## src/rtl/turn_timer_ctrl.sv

```systemverilog
// turn_timer_ctrl: per-turn countdown for the Connect-4 game controller.
//   A turn_start pulse begins a TURN_SECONDS countdown. A move_done pulse stops it.
//   When the countdown runs out, times_up is raised. game_over freezes the block until reset.
// Ports: clk, reset (sync, active-low); turn_start, move_done (pulses); pause, game_over (levels);
//   times_up, secs_left[3:0], running, warn (all registered).
// Optional macro WARN_BLINK_EN: warn blinks at 2 Hz inside the warn window instead of holding steady.
module turn_timer_ctrl #(
  parameter int CLK_HZ       = 50000000,
  parameter int TURN_SECONDS = 10,
  parameter int WARN_SECONDS = 3
) (
  input  logic       clk,
  input  logic       reset,
  input  logic       turn_start,
  input  logic       move_done,
  input  logic       pause,
  input  logic       game_over,
  output logic       times_up,
  output logic [3:0] secs_left,
  output logic       running,
  output logic       warn
);

  localparam int PW = (CLK_HZ > 1) ? $clog2(CLK_HZ) : 1;
  localparam logic [PW-1:0] TC = PW'(CLK_HZ - 1);
  localparam logic [3:0] TURN4 = 4'(TURN_SECONDS);
  localparam logic [3:0] WARN4 = 4'(WARN_SECONDS);

  typedef enum logic [2:0] {IDLE, RUN, PAUSED, EXPIRED, HALT} state_t;

  state_t        state, state_nxt;
  logic [PW-1:0] presc, presc_nxt;
  logic [3:0]    secs_nxt;
  logic          times_up_nxt, running_nxt, warn_nxt;
  logic          reload, count, tick, in_window;

`ifdef WARN_BLINK_EN
  localparam logic [PW-1:0] BT = PW'((CLK_HZ >= 4) ? (CLK_HZ / 4 - 1) : 0);
  logic [PW-1:0] bcnt, bcnt_nxt;
  logic          bph, bph_nxt;
`endif

  always_comb begin
    state_nxt    = state;
    times_up_nxt = times_up;
    reload       = 1'b0;
    count        = 1'b0;

    if (game_over) begin
      state_nxt    = HALT;
      times_up_nxt = 1'b0;
    end else begin
      case (state)
        IDLE: begin
          if (turn_start) begin
            state_nxt = RUN;
            reload    = 1'b1;
          end
        end
        RUN, PAUSED: begin
          if (turn_start) begin
            state_nxt = RUN;
            reload    = 1'b1;
          end else if (move_done) begin
            state_nxt = IDLE;
            reload    = 1'b1;
          end else if (pause) begin
            state_nxt = PAUSED;
          end else begin
            // Leaving PAUSED counts in this same cycle, so the frozen time
            // equals the number of cycles pause was sampled high.
            state_nxt = RUN;
            count     = 1'b1;
          end
        end
        EXPIRED: begin
          if (turn_start) begin
            state_nxt    = RUN;
            reload       = 1'b1;
            times_up_nxt = 1'b0;
          end else if (move_done) begin
            state_nxt    = IDLE;
            reload       = 1'b1;
            times_up_nxt = 1'b0;
          end
        end
        HALT:    state_nxt = HALT;
        default: state_nxt = IDLE;
      endcase
    end

    tick      = count && (presc == TC);
    presc_nxt = presc;
    secs_nxt  = secs_left;
    if (reload) begin
      presc_nxt = '0;
      secs_nxt  = TURN4;
    end else if (count) begin
      presc_nxt = tick ? '0 : presc + 1'b1;
      if (tick && secs_left != 4'd0) begin
        secs_nxt = secs_left - 4'd1;
      end
    end

    // The last tick expires the turn. A move_done or turn_start arriving in the same cycle
    // takes priority, because count is never set when either of those is present.
    if (tick && secs_left == 4'd1) begin
      state_nxt    = EXPIRED;
      times_up_nxt = 1'b1;
    end

    running_nxt = (state_nxt == RUN);
    in_window   = ((state_nxt == RUN) || (state_nxt == PAUSED)) &&
                  (secs_nxt != 4'd0) && (secs_nxt <= WARN4);

`ifdef WARN_BLINK_EN
    // The blink phase restarts high at every new second.
    // It toggles every CLK_HZ/4 counted cycles, and it is frozen while counting is paused.
    bcnt_nxt = bcnt;
    bph_nxt  = bph;
    if (reload || tick) begin
      bcnt_nxt = '0;
      bph_nxt  = 1'b1;
    end else if (count) begin
      if (bcnt == BT) begin
        bcnt_nxt = '0;
        bph_nxt  = ~bph;
      end else begin
        bcnt_nxt = bcnt + 1'b1;
      end
    end
    warn_nxt = in_window && bph_nxt;
`else
    warn_nxt = in_window;
`endif
  end

  always_ff @(posedge clk) begin
    if (!reset) begin
      state     <= IDLE;
      presc     <= '0;
      secs_left <= TURN4;
      times_up  <= 1'b0;
      running   <= 1'b0;
      warn      <= 1'b0;
    end else begin
      state     <= state_nxt;
      presc     <= presc_nxt;
      secs_left <= secs_nxt;
      times_up  <= times_up_nxt;
      running   <= running_nxt;
      warn      <= warn_nxt;
    end
  end

`ifdef WARN_BLINK_EN
  always_ff @(posedge clk) begin
    if (!reset) begin
      bcnt <= '0;
      bph  <= 1'b1;
    end else begin
      bcnt <= bcnt_nxt;
      bph  <= bph_nxt;
    end
  end
`endif

endmodule

```

## config.mk

```make
export PLATFORM = sky130hd
export DESIGN_NAME = turn_timer_ctrl
export DESIGN_NICKNAME = d
export VERILOG_FILES = /design/src/rtl/turn_timer_ctrl.sv
export SDC_FILE = /design/constraint.sdc
export NUM_CORES = 1
export LEC_CHECK = 0
export ABC_AREA = 1
export BUFFER_PORTS_ARGS = -buffer_cell sky130_fd_sc_hd__buf_2
export CAP_MARGIN = 10
export CELL_PAD_IN_SITES_DETAIL_PLACEMENT = 1
export CELL_PAD_IN_SITES_GLOBAL_PLACEMENT = 1
export CORE_AREA = 3 3 108 58
export DETAILED_ROUTE_END_ITERATION = 10
export DIE_AREA = 0 0 111 61
export PLACE_DENSITY_LB_ADDON = 0.1
export SYNTH_ARGS = -nofsm -noshare
export SYNTH_HDL_FRONTEND = slang
export SYNTH_SLANG_ARGS = --single-unit
export TNS_END_PERCENT = 30
```

## constraint.sdc

```tcl
create_clock -name clk -period 2.2 [get_ports clk]
set_input_delay 0.44 -clock clk [delete_from_list [all_inputs] [get_ports clk]]
set_output_delay 0.44 -clock clk [all_outputs]
set_load 0.03 [all_outputs]
```

==> key figures <==
Critical path
  – Critical path's most frequent cell: nand2_1
  – Number of cells on the critical path: 10
  – Startpoint kind of the worst setup timing path: flop
  – Setup Crit Path Kind: reg -> reg
  – Buf+Inv Stages, Crit Path: 1
  – Crit path from: presc[0]
  – Critical Path, Cell by Cell: ha_1 -> inv_1 -> nor2_8 -> nand2_2 -> nor2_4 -> nand3_1 -> nand2_1 -> nand2_1 -> o21ai_1 -> nor2_1
  – FF-to-FF Start: presc[0]
  – Data required time of the worst path: around 2400 ps
  – Largest fanout of any net on the critical path: 7
  – Worst setup slack for register-to-register paths: approximately 320 ps
  – Worst path slowest cell: dfxtp_1
  – Worst stage delay on the critical path: 420 ps
  – Endpoint of the most critical register-to-register path: warn
  – Dominant delay contributor by cell family on the critical path: simple AND/OR/NAND/NOR gates
  – Data arrival at the endpoint of the critical path: just over 2000 ps
  – Depth of the most critical reg-to-reg path: 10
  – Sort of element at the end of the critical path: flop

Timing
  – Highest clock rate: between 0.5 and 0.6 GHz
  – Worst Hold Margin: approximately 360 ps
  – Total negative setup slack: 0 ps
  – Final period util: 0.856
  – Total setup violations reported at the end of the flow: 0
  – Setup repair after global routing missed its margin: no
  – Worst slew pin tran: 613 ps
  – Final min period: around 1900 ps
  – Worst clock skew on the final layout: 12.8 ps
  – Endpoints failing hold: 0
  – Max-slew violation total from the final report: 0
  – Rel. slew slack: 0.588

Cells and area
  – Most frequent cells in the layout: nand2_1 (78), nor2_1 (47), inv_1 (39), dfxtp_1 (36), nand3_1 (27)
  – Final Net Count: ~370
  – Post-layout utilization of the core: 0.480
  – Area of combinational cells with multiple inputs: about 1400 sq um
  – Storage element area: about 720 sq um
  – Diodes inserted: 0
  – Proportion of layout cells with a drive suffix above 1: 0.178
  – Fill cell instance count of the final layout: roughly 730
  – Commonest non-fill, non-tap cell in the layout: nand2_1
  – Layout overhead on the synthesized area: 10.1%

Die
  – Initial core utilization: 0.436
  – Width of the die: around 110 um
  – Number of cell rows: 19
  – Core region area: about 5400 sq um
  – Die ar.: approximately 6800 sq um
  – Chip height: 61 um
  – I/O pin count: 13

Status
  – Outcome: completed

Clock tree
  – TritonCTS clock tree: yes
  – Worst-Skew Late Latency: approximately 300 ps
  – Clock-pin transition on the worst setup and hold timing paths: 80 ps
  – Post-cts resize count: 0
  – Clock root buffer: clkbuf_8
  – Count of H-tree levels built during CTS: 2
  – Number of buffers inserted to repair setup after CTS: 0
  – Clock tree sinks: 36
  – Number of hold-repair buffers added at the cts stage: 0
  – Number of CTS-inserted buffers: 5
  – Longest Clk Path Bufs: 2

Global route
  – GRT Resource Usage Total: 0.204
  – Via count of the first global-routing pass: 2167
  – Number of antenna violations at the first check in global routing: 0
  – Total overflow reported by the global router: 0
  – Pin count of the biggest net entering global routing: 14
  – Wire length of the first global-routing pass: about 11000 um

Place
  – I/O Buffers: 12
  – HPWL after DPL: ~5100 um
  – Routability-driven placement congestion ratio: between 0.9 and 1

Synthesis
  – Top cell type's share of synthesized area: 0.306
  – Synthesized netlist cell count: roughly 350
  – Seq/Total Area, Yosys: 0.306
  – Cell type with the highest aggregate area in the netlist: dfxtp_1
  – Synth top area cells: dfxtp_1 (31%), nand2_1 (12%), nor2_1 (7.5%), inv_1 (6.2%), nand3_1 (5.7%)
  – Combined area of all synthesized cells: 2350 sq um
  – Portion of netlist area occupied by mux cells: 0
  – Post-synthesis simple-gate area fraction: 0.485
  – Largest family of logic cells by synthesized area: simple AND/OR/NAND/NOR gates
  – Share of the synthesized area in compound gates (AO/OA/AOI/OAI): 0.0941
  – Number of distinct library cell variants in the gate-level netlist after synthesis: 37
  – Nets in the synthesized netlist: 357
  – Fraction of registers with async set/reset: 0
  – Synth Area in Adders: 0.0160
  – Most instantiated flip-flop cell in the synthesis netlist: dfxtp_1
  – Share of the synthesized netlist area taken by xor and xnor gates: 0.0149
  – Synth Warn #: 0
  – Mean cell area of the mapped netlist: about 6.8 sq um
  – Post-synth EDFFs: 0
  – Post-synthesis register bit count: 36

Power
  – Power share of the combinational group: 0.051
  – Part of the power in the clock network: 0.411
  – Power density cells: approximately 470 nW/um^2
  – Share of total power in sequential cells: 0.538
  – Cell internal pwr: roughly 0.9 mW
  – Peak supply drop: between 0.3 and 0.4 mV
  – Power dissipated by switching net loads: roughly 0.3 mW
  – Switch share: 0.245
  – Leakage: about 1.1 nW

Drt
  – DRT antenna net count: 0
  – Average wire per standard cell: between 10 and 15 um
  – Iter 0 DRT Violations: approximately 110
  – Overall routed net length: between 6000 and 7000 um
  – Detailed-routing iteration count for the pre-antenna-repair pass: 4
  – Vias per std cell: about 5.2
  – Post-detailed-route DRC marker count: 0
  – DR vias: 2268

Worst hold path
  – Hold Path Sink: secs_left[1]
  – Critical hold path startpoint: reset
  – Worst hold path type: in -> reg
  – Worst Hold Depth: 2

Flow run
  – # Max-Cap Violations: 0
## routing by layer
| layer | track usage | vias to the layer above | routed length, um |
|---|---|---|---|
| li1 | - | 1170 | - |
| met1 | 0.284 | 1056 | 3360 |
| met2 | 0.328 | 32 | 2750 |
| met3 | 0.0498 | 10 | 245 |
| met4 | 0.0456 | 0 | 79 |
| met5 | 0 | - | 0 |
## layout make-up
cell class | instances | share of cell area
repair buffers | 14 | 0.0290
inverters | 46 | 0.0677
multi-input cells | 262 | 0.554
well taps | 73 | 0.0353
clock inverters | 2 | 0.00387
flip-flops and latches | 36 | 0.278
clock buffers | 6 | 0.0319
## worst reg2reg max path, delay by kind of cell (launching register included)
kind	cells	cell delay, ps
fa+ha+maj	1	200
compound gates	1	140
simple gates	7	910
flops	1	420
buf+inv	1	100
## state kept, by name, summed over array words and instances, names as in the netlist
register	count
presc	26
secs_left	4
state	3
running	1
times_up	1
warn	1
## cells by family (layout without fill, tap and decap cells)
logic type,Yosys count,in the layout
and+or+nand+nor,216,216
buffers and inverters,50,68
AOI/OAI and AO/OA,39,39
DFF,36,36
adders and majority gates,3,3
xor gates and xnor gates,4,4
## stage by stage
stage / instance area (sq um) / cells / worst slack, ps / power (mW)
after floorplan: 2350 / 348 / 621 / 0.712
after global placement: 2500 / 431 / 308 / 0.733
after detailed placement: 2500 / 431 / 245 / 0.735
after CTS: 2590 / 439 / 308 / 1.24
after global routing: 2590 / 439 / 80.5 / 1.28
final: 2590 / 439 / 316 / 1.22
## how the worst max path moves through the flow
stage                 to  slack, ps
2_1_floorplan  presc[14]        620
3_3_place_gp    presc[8]        310
3_5_place_dp    presc[8]        250
4_1_cts             warn        310
5_1_grt             warn         80
6_report            warn        320
## Yosys cell counts, types with 3 or more instances
| cell type | n |
|---|---|
| nand2_1 | 78 |
| nand4_1 | 20 |
| nor3_1 | 8 |
| dfxtp_1 | 36 |
| nand3_1 | 27 |
| inv_1 | 39 |
| nor3_2 | 4 |
| nor2_4 | 6 |
| nand2_2 | 7 |
| ha_1 | 3 |
| inv_2 | 6 |
| a21oi_1 | 20 |
| buf_2 | 3 |
| o21ai_0 | 5 |
| nor2_2 | 7 |
| xor2_1 | 4 |
| o21ai_1 | 4 |
| nor2_1 | 47 |
## power by group through the flow
| stage | sequential [mW] | combinational [mW] | clock [mW] |
|---|---|---|---|
| after floorplan | 0.673 | 0.0393 | 0 |
| after global placement | 0.672 | 0.0613 | 0 |
| after detailed placement | 0.672 | 0.0624 | 0 |
| after CTS | 0.657 | 0.0626 | 0.517 |
| after global routing | 0.657 | 0.0707 | 0.548 |
| final | 0.657 | 0.0623 | 0.501 |
(Power assumes the default switching activity.)
